### src/rtl/psram_arb_pkg.sv
// Shared types and defaults for the PSRAM round-robin arbiter.
package psram_arb_pkg;

  localparam int unsigned DEF_ADDR_W = 22;
  localparam int unsigned DEF_DATA_W = 16;

  typedef enum logic [1:0] {
    IDLE       = 2'd0,
    ISSUE      = 2'd1,
    WAIT_START = 2'd2,
    WAIT_DONE  = 2'd3
  } arb_state_t;

endpackage

### src/rtl/psram_arbiter_rr_pick.sv
// Rotate-priority encoder: first set request strictly after ptr, wrapping modulo NREQ.
module rr_pick #(
  parameter int unsigned NREQ  = 4,
  parameter int unsigned IDX_W = (NREQ > 1) ? $clog2(NREQ) : 1
) (
  input  logic [NREQ-1:0]  req,
  input  logic [IDX_W-1:0] ptr,
  output logic [IDX_W-1:0] idx,
  output logic             valid
);

  logic [IDX_W-1:0] cand;

  // Walk from the farthest candidate back to the nearest so the nearest wins.
  always_comb begin
    idx   = '0;
    valid = 1'b0;
    cand  = '0;
    for (int unsigned k = NREQ; k >= 1; k--) begin
      cand = IDX_W'((32'(ptr) + k) % NREQ);
      if (req[cand]) begin
        idx   = cand;
        valid = 1'b1;
      end
    end
  end

endmodule

### src/rtl/psram_arbiter.sv
// Round-robin arbiter sharing one PSRAM controller among NREQ requesters.
// Define PSRAM_ARB_TIMEOUT_EN to enable the completion watchdog (err output).
module psram_arbiter
  import psram_arb_pkg::*;
#(
  parameter int unsigned NREQ           = 4,
  parameter int unsigned ADDR_W         = DEF_ADDR_W,
  parameter int unsigned DATA_W         = DEF_DATA_W,
  parameter int unsigned TIMEOUT_CYCLES = 64
) (
  input  logic                   clk,
  input  logic                   resetn,
  input  logic [NREQ-1:0]        req,
  input  logic [NREQ-1:0]        we,
  input  logic [NREQ-1:0]        byte_we,
  input  logic [NREQ*ADDR_W-1:0] addr,
  input  logic [NREQ*DATA_W-1:0] wdata,
  output logic [NREQ-1:0]        ack,
  output logic [DATA_W-1:0]      rdata,
  output logic                   err,
  output logic                   mem_read,
  output logic                   mem_write,
  output logic                   mem_byte_write,
  output logic [ADDR_W-1:0]      mem_addr,
  output logic [DATA_W-1:0]      mem_din,
  input  logic [DATA_W-1:0]      mem_dout,
  input  logic                   mem_busy
);

  localparam int unsigned IDX_W = (NREQ > 1) ? $clog2(NREQ) : 1;

  arb_state_t       state;
  logic [IDX_W-1:0] ptr;
  logic [IDX_W-1:0] idx_l;
  logic [IDX_W-1:0] pick_idx;
  logic             pick_valid;
  logic             timed_out_c;

  logic [ADDR_W-1:0] addr_a  [NREQ];
  logic [DATA_W-1:0] wdata_a [NREQ];

  for (genvar i = 0; i < NREQ; i++) begin : g_unflat
    assign addr_a[i]  = addr[i*ADDR_W +: ADDR_W];
    assign wdata_a[i] = wdata[i*DATA_W +: DATA_W];
  end

  rr_pick #(.NREQ(NREQ), .IDX_W(IDX_W)) u_pick (
    .req   (req),
    .ptr   (ptr),
    .idx   (pick_idx),
    .valid (pick_valid)
  );

`ifdef PSRAM_ARB_TIMEOUT_EN
  localparam int unsigned CNT_W = $clog2(TIMEOUT_CYCLES + 1);
  logic [CNT_W-1:0] wd_cnt;

  // Counts cycles spent waiting for the controller to finish.
  always_ff @(posedge clk or negedge resetn) begin
    if (!resetn) begin
      wd_cnt <= '0;
    end else if (state == WAIT_START || state == WAIT_DONE) begin
      wd_cnt <= wd_cnt + CNT_W'(1);
    end else begin
      wd_cnt <= '0;
    end
  end

  assign timed_out_c = (state == WAIT_DONE) && mem_busy &&
                       (wd_cnt >= CNT_W'(TIMEOUT_CYCLES - 1));
`else
  // Watchdog compiled out: completion waits on mem_busy alone.
  assign timed_out_c = (TIMEOUT_CYCLES == 0) & 1'b0;
`endif

  // Transaction sequencer; command and response outputs are registered here.
  always_ff @(posedge clk or negedge resetn) begin
    if (!resetn) begin
      state          <= IDLE;
      ptr            <= IDX_W'(NREQ - 1);
      idx_l          <= '0;
      ack            <= '0;
      rdata          <= '0;
      err            <= 1'b0;
      mem_read       <= 1'b0;
      mem_write      <= 1'b0;
      mem_byte_write <= 1'b0;
      mem_addr       <= '0;
      mem_din        <= '0;
    end else begin
      ack       <= '0;
      err       <= 1'b0;
      mem_read  <= 1'b0;
      mem_write <= 1'b0;
      case (state)
        IDLE: begin
          if (pick_valid && !mem_busy) begin
            idx_l          <= pick_idx;
            mem_read       <= ~we[pick_idx];
            mem_write      <= we[pick_idx];
            mem_byte_write <= byte_we[pick_idx];
            mem_addr       <= addr_a[pick_idx];
            mem_din        <= wdata_a[pick_idx];
            state          <= ISSUE;
          end
        end
        ISSUE:      state <= WAIT_START;
        // Controller raises busy only the cycle after the command.
        WAIT_START: state <= WAIT_DONE;
        WAIT_DONE: begin
          if (!mem_busy || timed_out_c) begin
            rdata          <= timed_out_c ? '0 : mem_dout;
            err            <= timed_out_c;
            ack[idx_l]     <= 1'b1;
            ptr            <= idx_l;
            mem_byte_write <= 1'b0;
            state          <= IDLE;
          end
        end
        default: state <= IDLE;
      endcase
    end
  end

endmodule

### config.mk
export PLATFORM = sky130hd
export DESIGN_NAME = psram_arbiter
export DESIGN_NICKNAME = d
export VERILOG_FILES = /design/src/rtl/psram_arb_pkg.sv /design/src/rtl/psram_arbiter_rr_pick.sv /design/src/rtl/psram_arbiter.sv
export SDC_FILE = /design/constraint.sdc
export NUM_CORES = 1
export LEC_CHECK = 0
export ABC_AREA = 0
export CORE_MARGIN = 2
export CORE_UTILIZATION = 41
export CTS_CLUSTER_DIAMETER = 200
export DETAILED_ROUTE_END_ITERATION = 8
export PLACE_DENSITY_LB_ADDON = 0.12
export SYNTH_ARGS = -nofsm -noshare
export SYNTH_HDL_FRONTEND = slang
export SYNTH_SLANG_ARGS = --single-unit
### constraint.sdc
create_clock -name clk -period 2.8 [get_ports clk]
set_input_delay 0.28 -clock clk [delete_from_list [all_inputs] [get_ports clk]]
set_output_delay 0.28 -clock clk [all_outputs]
set_load 0.005 [all_outputs]
### Word-level counts from Yosys, hierarchy flattened

Cells that the tools add are included.

* register bits after elaboration: 67
* output and inout bits: 62

* bitwise gates (word level): 3
* mux-type cells: 40
* equality and inequality tests: 5
* add/subtract/negate cells: 4
* reductions and logical operators: 9
* magnitude comparators: 8

Operators by type and width (number)
* $bmux 22 s2: 1
* $mux 22: 2
* $bmux 16 s2: 1
* $mux 16: 2
* $lt 2x3->1 const B: 6
* $mux 1: 17
* $bmux 1 s2: 6
* $mux 2: 6
* $mux 4: 2
* $pmux 2 s4: 1
* $reduce_and 2->1: 3
* $add 2x1->2 const B: 2
* $add 2x2->2 const B: 2
* $eq 2x2->1 const B: 2
* $ne 2x2->1 const B: 2
* $ge 3x3->1 const B: 1
* $not 2->3: 1
* $reduce_and 3->1: 1
* $demux 1 s2: 1
* $eq 2x1->1 const B: 1
* $ge 2x1->1 const B: 1
* $logic_and 1x1->1: 2
* $logic_not 2->1: 1
* $not 1->1: 2
* 3 further kinds: 3

### Depth between registers and ports, before layout

Gate-level depths: netlist of run 1.

* depth after elaboration: 12
* mapped depth: 8
* depth with buffers taken out: 6

### By module

From an unflattened synthesis of run 1, not the netlist that was laid out.

* cells, all modules: 261
* area, all modules: 3667.3 um^2

Modules (own cells, without submodules)
* psram_arbiter: instances 1, area an instance 3575.9 um^2, cells an instance 247
* rr_pick: instances 1, area an instance 91.3 um^2, cells an instance 14

### Worst setup path before layout of run 1

OpenSTA, ideal clock, no wires.

* path type: register -> register
* start: register ptr[1]
* end: register mem_addr[13]
* required time: 2670 ps
* arrival: 1766 ps
* library setup time: 130 ps
* setup slack: 904 ps
* cell stages (with the launch flop): 8
* cell sequence: dfstp_2 buf_2 or3b_1 and2_1 buf_4 nor2_1 buf_2 a211oi_1

* word-level cells in the longest chain between the ends: 11
* elaborated cells between the ends (all ways): 26
* those cells by class: add/sub: 4; mux: 19; bitwise: 1; reduce/logical: 2

RTL lines
* start: declaration: line psram_arbiter.sv:33 `logic [IDX_W-1:0] ptr;`
* start signal: assignment: line psram_arbiter.sv:80 `ptr <= IDX_W'(NREQ - 1);`
* start signal: assignment: line psram_arbiter.sv:115 `ptr <= idx_l;`
* $add 2x1->2: line psram_arbiter_rr_pick.sv:20 `cand = IDX_W'((32'(ptr) + k) % NREQ);`
* $bmux 1 s2: line psram_arbiter_rr_pick.sv:21 `if (req[cand]) begin`
* $mux 1 (implied by the code): line psram_arbiter_rr_pick.sv:21
* $mux 2 (4 in a row): line psram_arbiter_rr_pick.sv:21
* $not 2->3 (implied by the code): line psram_arbiter.sv:102 `mem_addr <= addr_a[pick_idx];`
* $bmux 22 s2: line psram_arbiter.sv:102
* $mux 22 (implied by the code) (2 in a row): line psram_arbiter.sv:102
* end signal: assignment: line psram_arbiter.sv:102
* end: declaration: line psram_arbiter.sv:24 `output logic [ADDR_W-1:0] mem_addr,`

Several ways; a longest one is shown, not always the timed one. The select of a mux whose other input is x is not followed.
A chain may end at the register's enable or synchronous reset.

### Worst setup path in the final report of run 1

* start: register state[1]
* end: register mem_addr[14]

* word-level cells in the longest chain between the ends: 2

RTL lines
* start: declaration: line psram_arbiter.sv:32 `arb_state_t state;`
* start signal: assignment: line psram_arbiter.sv:79 `state <= IDLE;`
* start signal: assignment: line psram_arbiter.sv:104 `state <= ISSUE;`
* start signal: assignment: line psram_arbiter.sv:107 `ISSUE: state <= WAIT_START;`
* $logic_not 2->1: line psram_arbiter.sv:95 `case (state)`
* $reduce_and 2->1 (no source line)

Every way passes these cells.

==> summary.md, run 1 <==
| Metric | Value |
|---|---|
| Final setup viols | 0 |
| Final period util | 79.9% |
| Post-DP HPWL | 10,700 um |
| Reg2Reg Setup Slack | 0.56 ns |
| Core box area | 9730 um2 |
| Clock latency at the later pin of the worst-skew pair | 0.34 ns |
| Largest net degree at the start of global routing | 68 |
| Max-slew violations | 0 |
| Gpl congestion | 0.794 |
| PortBufs | 243 |
| Leakage power | 2.79 nW |
| Remaining antenna violation count | 0 |
| Die Ht | 104 um |
| Wire length per cell | 18.2 um |
| Sequential area share after synthesis | 41.0% |
| Post-synth EDFFs | 0 |
| Worst R2R Path Depth | 6 |
| RSZ-0062 raised after global routing | no |
| Crit path cell chain | inv_1 -> ha_1 -> nor2b_1 -> and2_0 -> nor2_1 -> a211oi_1 |
| Crit Path Category | reg2reg |
| Routed vias/inst | 5.56 |
| Overall Power | 5.32 mW |
| CP Capture Point | mem_addr[14]$_DFFE_PN0P_ |
| CTS resizes | 0 |
| Worst Setup End Kind | flop |
| TritonCTS buffer count | 9 |
| Place WS | 0.293 ns |
| Slew Limit Headroom | 17.7% |
| Min-delay worst type | in2async |
| Clock buffer depth | 2 |
| Crit path from | state[1]$_DFFE_PN0P_ |
| Final Hold Vio Count | 0 |
| Global Route Usage Sum | 27.2% |
| Post-Route Setup TNS | 0 ns |
| CTS tree | done |
| YS warnings | 0 |
| Syn Inst Count | 446 |
| Clock slew at reported path FFs | 0.07 ns |
| Max cap viols | 0 |
| Worst EP arrival | 2.48 ns |
| Std cell rows | 36 |
| Overflow after GRT | 0 |
| Fmax | 447 MHz |
| Min cycle time layout | 2.24 ns |
| Ant. Diodes | 0 |
| Max stage delay on crit path | 0.75 ns |
| Status | finished clean |
| Root buffer cell | clkbuf_8 |
| First-pass GRT wire length | 23,700 um |
| H-tree Lvls | 3 |
| PD cells | 779 nW/um2 |
| Final Skew | 0.0101 ns |
| Area grow syn2layout | 67.0% |
| Final WS setup | 0.562 ns |
| Post-synth ARST share | 100% |
| Via count of the first global-routing pass | 4,697 |
| Cell taking the most area after synthesis | dfrtp_1 |
| Number of buffer and inverter stages on the critical path | 1 |
| Hold_buf cts | 0 |
| Max FO, Critical Path | 14 |
| Final instance count without filler cells | 808 |
| CP startpoint kind | flop |
| Worst Path Required | 3.04 ns |
| Synth top area cells | dfrtp_1 40%, mux2i_1 9.8%, nand2_1 7.9% |
| Via count | 4,494 |
| Synth top area share | 39.7% |
| Post-Syn Area per Cell | 9.18 um2 |
| Initial core utilization | 42.1% |
| R2R Path Start | state[1]$_DFFE_PN0P_ |
| Final net count | 856 |
| Sink Count | 67 |
| DRC Markers | 0 |
| Delay-heaviest family, CP | simple AND/OR/NAND/NOR gates |
| Slew @ Worst Pin | 1.23 ns |
| Syn Nets | 632 |
| Critical path depth in cells | 6 |
| Layout cells sized above 1 | 6.37% |
| Final WL | 14,700 um |
| Drt pass-1 iters | 5 |
| Area of the die | 10,800 um2 |
| CP max-delay cell | and2_0 |
| FF-to-FF End | mem_addr[14]$_DFFE_PN0P_ |
| Post-synth top flop | dfrtp_1 |
| Antenna violations before repair | 0 |
| Initial DRC Count | 235 |
| Worst vdd ir | 0.000351 V |
| Unique masters post-synth | 41 |
| Die width | 104 um |
| Setup bufs post-CTS | 0 |
| Io pins | 245 |
| Register bit total from synthesis | 67 |
| Placed cell count | 792 |
| Cell area after synthesis | 4090 um2 |
==> cells in the mapped netlist, types with 3 or more instances <==
library cell  instances
a211o_1              25
a211oi_1             28
buf_1                 3
buf_2                 9
buf_4                 7
clkbuf_1             27
dfrtp_1              65
ha_1                  3
mux2i_1              40
nand2_1              86
nand2b_1              3
nand4_1              26
nor2_1               21
nor2b_1               4
o211ai_1             26
o31a_1               15
o31ai_1              26
==> sequential cells by signal, summed over array words and instances, names as in the netlist <==
signal and flops:
mem_addr 22, mem_din 16, rdata 16, ack 4
idx_l 2, ptr 2, state 2, mem_byte_write 1
mem_read 1, mem_write 1
==> worst min path at each step <==
stage / startpoint / end / slack (ns)
after floorplan: resetn / ack[0]$_DFF_PN0_ / -0.02
after global placement: resetn / rdata[12]$_DFFE_PN0P_ / 0.44
after detailed placement: resetn / rdata[12]$_DFFE_PN0P_ / 0.45
after CTS: resetn / rdata[12]$_DFFE_PN0P_ / 0.08
after global routing: resetn / mem_din[14]$_DFFE_PN0P_ / 0.12
final: resetn / rdata[12]$_DFFE_PN0P_ / 0.04
==> through the flow <==
stage	instance area, um2	hold WS [ns]	util, %
floorplan	4090	-0.0156	-
global route	6840	0.121	70.3
CTS	6840	0.0764	70.3
global placement	6650	0.444	68.4
detailed placement	6650	0.451	68.4
finish	6840	0.0429	70.3
==> layout make-up <==
cell class | instances | area [um2]
fill | 802 | 2890
timing repair buffer | 260 | 2580
multi-input combinational | 330 | 2220
sequential | 67 | 1680
clock buffer | 14 | 173
tap | 133 | 166
clock inverter | 2 | 10.0
inverter | 2 | 7.51
==> kinds of logic (layout without fill, tap and decap cells) <==
family                     count (synthesis)  count (layout)  synth area share [%]
DFF                                       67              67                  41.0
buffers and inverters                     49             278                  5.68
and+or+nand+nor                          152             152                  16.9
other                                      1               1                0.0916
muxes                                     40              40                  9.78
AOI/OAI and AO/OA                        134             134                  25.6
adders and majority gates                  3               3                 0.917
==> cell usage in the layout (no fill, tap or decap), types with 2 or more instances in the layout <==
| cell type | instances |
|---|---|
| o31a_1 | 15 |
| buf_4 | 16 |
| clkinv_2 | 2 |
| clkbuf_8 | 12 |
| a21oi_1 | 2 |
| a211o_1 | 25 |
| o21ai_0 | 2 |
| nand2b_1 | 3 |
| o211ai_1 | 26 |
| nor3_1 | 2 |
| o31ai_1 | 26 |
| a211oi_1 | 28 |
| mux2i_1 | 40 |
| clkbuf_1 | 2 |
| o21ai_2 | 2 |
| nor3_4 | 2 |
| nand2_1 | 85 |
| clkdlybuf4s50_1 | 242 |
| nor2b_1 | 4 |
| inv_1 | 2 |
| dfrtp_1 | 65 |
| dfstp_2 | 2 |
| nor2_1 | 21 |
| buf_12 | 2 |
| nand4_1 | 26 |
| ha_1 | 3 |
==> report_power, final <==
group | internal, mW | switching, mW | total [mW]
combinational | 1.55 | 1.35 | 2.91
sequential | 1.40 | 0.257 | 1.66
clock | 0.393 | 0.361 | 0.753
total | 3.35 | 1.97 | 5.32
==> routing by layer <==
metal / vias to the layer above / routed length [um] / global-route usage, %
met1: 2130 / 5870 / 33.1
met2: 219 / 7430 / 46.7
li1: 2110 / - / -
met5: - / 0 / 0
met4: 0 / 460 / 12.3
met3: 35 / 970 / 5.20
Power figures use the tool's default switching activity.
==> run 2, diff against run 1 <==
CORE_UTILIZATION = 38   (was 41)
clock period = 2.3 ns   (was 2.8 ns; I/O delays follow)
==> run 2 against run 1 <==
The run now ends with hold timing left. Sequential cell count is the same. Clock power up 34%. Critical path depth grew 1. Power increased by 26%. Via count is 0.45% higher. Die area up 7.6%. Combinational power grew 26%. Fmax increased by 9.0%. Global-route usage fell by 1.7 points. Routed wire length rose by 1.7%. Sequential power is 22% higher. Count of clock-buffer cells in the layout is 5 lower.
==> summary.md, run 2 (synthesis gave the netlist of run 1 again) <==
| Metric | Value |
|---|---|
| Status | finished, violations left |
| Failing checks | hold timing |
| Std cell rows | 37 |
| Worst Path Required | 2.53 ns |
| Via count | 4,514 |
| Initial core utilization | 39.5% |
| Most common cell after layout, fill and taps aside | clkdlybuf4s50_1 |
| Via count of the first global-routing pass | 4,598 |
| Register bank with the most flops | mem_addr |
| Hold_buf cts | 0 |
| Final Skew | 0.0118 ns |
| Min-delay worst type | in2async |
| Crit Path Category | reg2reg |
| Biggest regs | mem_addr: 22 flops, mem_din: 16 flops, rdata: 16 flops |
| Util after Layout | 67.7% |
| Worst EP arrival | 2.28 ns |
| Gpl congestion | 0.809 |
| Min cycle time layout | 2.05 ns |
| PD cells | 957 nW/um2 |
| Final WS setup | 0.246 ns |
| Largest register FFs | 22 |
| Ant. Diodes | 0 |
| Max FO, Critical Path | 16 |
| Area of the die | 11,600 um2 |
| Clock slew at reported path FFs | 0.08 ns |
| DRC Markers | 0 |
| TritonCTS buffer count | 9 |
| Overflow after GRT | 0 |
| Slew Limit Headroom | 42.0% |
| Die Ht | 108 um |
| Initial DRC Count | 220 |
| Clock buffer depth | 2 |
| Area grow syn2layout | 71.5% |
| Layout cells sized above 1 | 8.03% |
| Clock latency at the later pin of the worst-skew pair | 0.35 ns |
| Fmax | 487 MHz |
| Final net count | 866 |
| Global Route Usage Sum | 25.5% |
| CTS tree | done |
| CTS resizes | 0 |
| RSZ-0062 raised after global routing | no |
| Setup bufs post-CTS | 0 |
| Final setup viols | 0 |
| Largest net degree at the start of global routing | 68 |
| Max cap viols | 0 |
| Final WL | 15,000 um |
| FILL cells | 876 |
| Final Hold Vio Count | 20 |
| Root buffer cell | clkbuf_8 |
| Io pins | 245 |
| Drt pass-1 iters | 4 |
| Final Hold Slack | -0.0386 ns |
| Core box area | 10,400 um2 |
| Routed vias/inst | 5.50 |
| Remaining antenna violation count | 0 |
| CP startpoint kind | flop |
| H-tree Lvls | 3 |
| Worst Setup End Kind | flop |
| Post-Route Setup TNS | 0 ns |
| Most frequent cells in the layout | 242 x clkdlybuf4s50_1, 85 x nand2_1, 65 x dfrtp_1 |
| Sink Count | 67 |
| Antenna violations before repair | 0 |
| First-pass GRT wire length | 23,300 um |
| Wire length per cell | 18.3 um |
| Max-slew violations | 0 |
| Slew @ Worst Pin | 0.871 ns |
| Place WS | 0.0737 ns |
| Leakage power | 2.88 nW |
| PortBufs | 243 |
| Die width | 108 um |
| Worst vdd ir | 0.000432 V |
| Post-DP HPWL | 10,800 um |
| Final period util | 89.3% |
run 2: cell types whose count changed in the layout (fill, tap and decap cells not counted), sizes merged:
cell      before  now
clkinvlp       0    1
clkinv         2    4
bufinv         0    1
clkbuf        14    9
inv            2    3
buf           18   28
run 2: worst paths after layout:
kind	from	end	slack, ns	cells past startpoint
min in group clk	mem_dout[15]	rdata[15]$_DFFE_PN0P_	0.40	3
min	resetn	rdata[15]$_DFFE_PN0P_	-0.04	1
max in group asynchronous	resetn	mem_din[9]$_DFFE_PN0P_	1.73	1
max	state[0]$_DFFE_PN0P_	mem_addr[18]$_DFFE_PN0P_	0.25	7
min reg2reg	ptr[0]$_DFFE_PN1P_	ptr[0]$_DFFE_PN1P_	0.48	2
max reg2reg	state[0]$_DFFE_PN0P_	mem_addr[18]$_DFFE_PN0P_	0.25	7
run 2: critical path, stage by stage, from the launching register on:
cell	delay [ns]
dfrtp_1	0.40
inv_1	0.12
ha_1	0.18
nor2b_1	0.31
nand3_2	0.31
buf_12	0.26
a211oi_1	0.27
a211oi_1	0.08
run 2: area by class of cell:
| cell class | count | area, um2 | share of cell area [%] |
|---|---|---|---|
| multi-input combinational | 330 | 2220 | 31.6 |
| sequential | 67 | 1680 | 23.9 |
| tap | 136 | 170 | 2.42 |
| timing repair buffer | 270 | 2750 | 39.1 |
| inverter | 2 | 7.51 | 0.107 |
| clock buffer | 9 | 124 | 1.76 |
| clock inverter | 7 | 77.6 | 1.10 |
run 2: through the flow:
step	power (mW)	instance area, um2	std cells
floorplan	3.79	4090	446
finish	6.72	7020	821
global route	7.16	7020	821
global placement	5.62	6820	805
detailed placement	5.73	6820	805
CTS	6.76	7020	821
run 2: where the power goes:
| group | switching, mW | internal (mW) | total [mW] |
|---|---|---|---|
| Clock | 0.506 | 0.508 | 1.01 |
| Sequential | 0.316 | 1.71 | 2.02 |
| Combinational | 1.69 | 2.00 | 3.68 |
| Total | 2.51 | 4.21 | 6.72 |
run 2: per-layer routing:
layer | track usage, % | share of wire (%)
met1 | 31.8 | 40
met4 | 10.4 | 2.5
met5 | 0 | 0
met3 | 5.45 | 7.5
met2 | 42.9 | 50
==> run 3, diff against run 2 <==
CELL_PAD_IN_SITES_DETAIL_PLACEMENT = 2   (was default)
CELL_PAD_IN_SITES_GLOBAL_PLACEMENT = 2   (was default)
CORE_UTILIZATION = 20   (was 38)
SKIP_CTS_REPAIR_TIMING = 1   (was default)
==> run 3 against run 2 <==
The run now ends clean. Critical endpoint is now mem_read$_DFF_PN0_. Largest cell class unchanged. Combinational power grew 3%. Routed wire length grew 28%. First-iteration DRC count shrank 28%. Critical path type unchanged.
==> summary.md, run 3 (synthesis gave the netlist of run 1 again) <==
| Metric | Value |
|---|---|
| Layout cells sized above 1 | 8.80% |
| Most frequent cells in the layout | 242 x clkdlybuf4s50_1, 85 x nand2_1, 65 x dfrtp_1 |
| Clock buffer depth | 2 |
| Io pins | 245 |
| Root buffer cell | clkbuf_16 |
| Final period util | 88.6% |
| Placed cell count | 946 |
| Gpl congestion | 0.754 |
| TritonCTS buffer count | 9 |
| Global Route Usage Sum | 17.9% |
| Max FO, Critical Path | 14 |
| Max cap viols | 0 |
| PortBufs | 243 |
| Wire length per cell | 19.9 um |
| Status | finished clean |
| First-pass GRT wire length | 29,800 um |
| Die width | 147 um |
| Initial DRC Count | 158 |
| Dpl cell area | 7020 um2 |
| Post-DP HPWL | 14,900 um |
| Worst vdd ir | 0.000343 V |
| Leakage power | 2.93 nW |
| Via count of the first global-routing pass | 5,196 |
| Most common cell after layout, fill and taps aside | clkdlybuf4s50_1 |
| Area of the die | 21,600 um2 |
| Initial core utilization | 20.3% |
| H-tree Lvls | 3 |
| Remaining antenna violation count | 0 |
| Final Hold Vio Count | 0 |
| Std cell rows | 52 |
| Antenna violations before repair | 1 |
| Biggest regs | mem_addr: 22 flops, mem_din: 16 flops, rdata: 16 flops |
| Min cycle time layout | 2.04 ns |
| Worst Setup End Kind | flop |
| Largest register FFs | 22 |
| Place WS | -0.00921 ns |
| Clock slew at reported path FFs | 0.06 ns |
| RSZ-0062 raised after global routing | no |
| Sink Count | 67 |
| Overflow after GRT | 0 |
| CTS tree | done |
| Drt pass-1 iters | 4 |
| Crit Path Category | reg2reg |
| Die Ht | 147 um |
| Final WL | 19,200 um |
| Final Hold Slack | 0.392 ns |
| Routed vias/inst | 4.77 |
| Max-slew violations | 0 |
| Min-delay worst type | in2async |
| CP startpoint kind | flop |
| Fmax | 491 MHz |
| Post-Layout Inst Area | 7310 um2 |
| Worst Path Required | 2.58 ns |
| PD cells | 982 nW/um2 |
| DRC Markers | 0 |
| Final Skew | 0.0101 ns |
| Via count | 4,603 |
| Max stage delay on crit path | 0.55 ns |
| Final net count | 874 |
| Final setup viols | 0 |
| Crit path cell chain | nor2b_1 -> or3b_1 -> and2_1 -> buf_4 -> a211oi_1 -> o21a_1 |
| Worst EP arrival | 2.31 ns |
| Core box area | 20,200 um2 |
| CP max-delay cell | dfstp_2 |
| Final instance count without filler cells | 964 |
| Util after Layout | 36.2% |
| Largest net degree at the start of global routing | 38 |
| Final WS setup | 0.262 ns |
| Register bank with the most flops | mem_addr |
| Clock latency at the later pin of the worst-skew pair | 0.34 ns |
| Area grow syn2layout | 78.6% |
## run 3: power breakdown
group	switching, mW	internal, mW
sequential	0.330	1.71
clock	0.572	0.764
combinational	1.76	2.04
## run 3: worst max-delay path, delay by kind of cell, from the launching register on
kind,cells,cell delay (ns)
buffers and inverters,1,0.21
DFF,1,0.55
and+or+nand+nor,3,0.72
AOI/OAI and AO/OA,2,0.50
## run 3: path summary, 6_finish.rpt
kind                                             from               endpoint  slack, ns  cells after the start
worst max-delay path               ptr[0]$_DFFE_PN1P_     mem_read$_DFF_PN0_       0.26                      6
worst min-delay path                           resetn  rdata[12]$_DFFE_PN0P_       0.39                      2
worst max register to register     ptr[0]$_DFFE_PN1P_     mem_read$_DFF_PN0_       0.26                      6
worst min register to register  rdata[15]$_DFFE_PN0P_  rdata[15]$_DFFE_PN0P_       0.48                      2
max in group asynchronous                      resetn     ptr[0]$_DFFE_PN1P_       1.26                      3
min in group clk                          mem_dout[1]   rdata[1]$_DFFE_PN0P_       0.42                      3
## run 3: area by class of cell
class	instances	area, um2
antenna	1	2.50
clock buffer	11	243
clock inverter	5	40.0
fill	2221	12900
inverter	2	7.51
multi-input combinational	330	2220
sequential	67	1680
tap	270	338
timing repair buffer	278	2780
## run 3: through the flow
step	setup TNS (ns)	power, mW
2_1_floorplan	0	3.79
3_3_place_gp	0	5.75
3_5_place_dp	-0.00921	5.94
4_1_cts	0	7.34
5_1_grt	0	7.77
6_report	0	7.18
## run 3: per-layer routing
metal	vias to the layer above	track usage [%]	wire (um)
met5	-	0	0
met4	0	3.75	197
met3	12	4.97	1100
met2	140	32.0	9970
met1	2299	21.4	7950
li1	2152	-	-
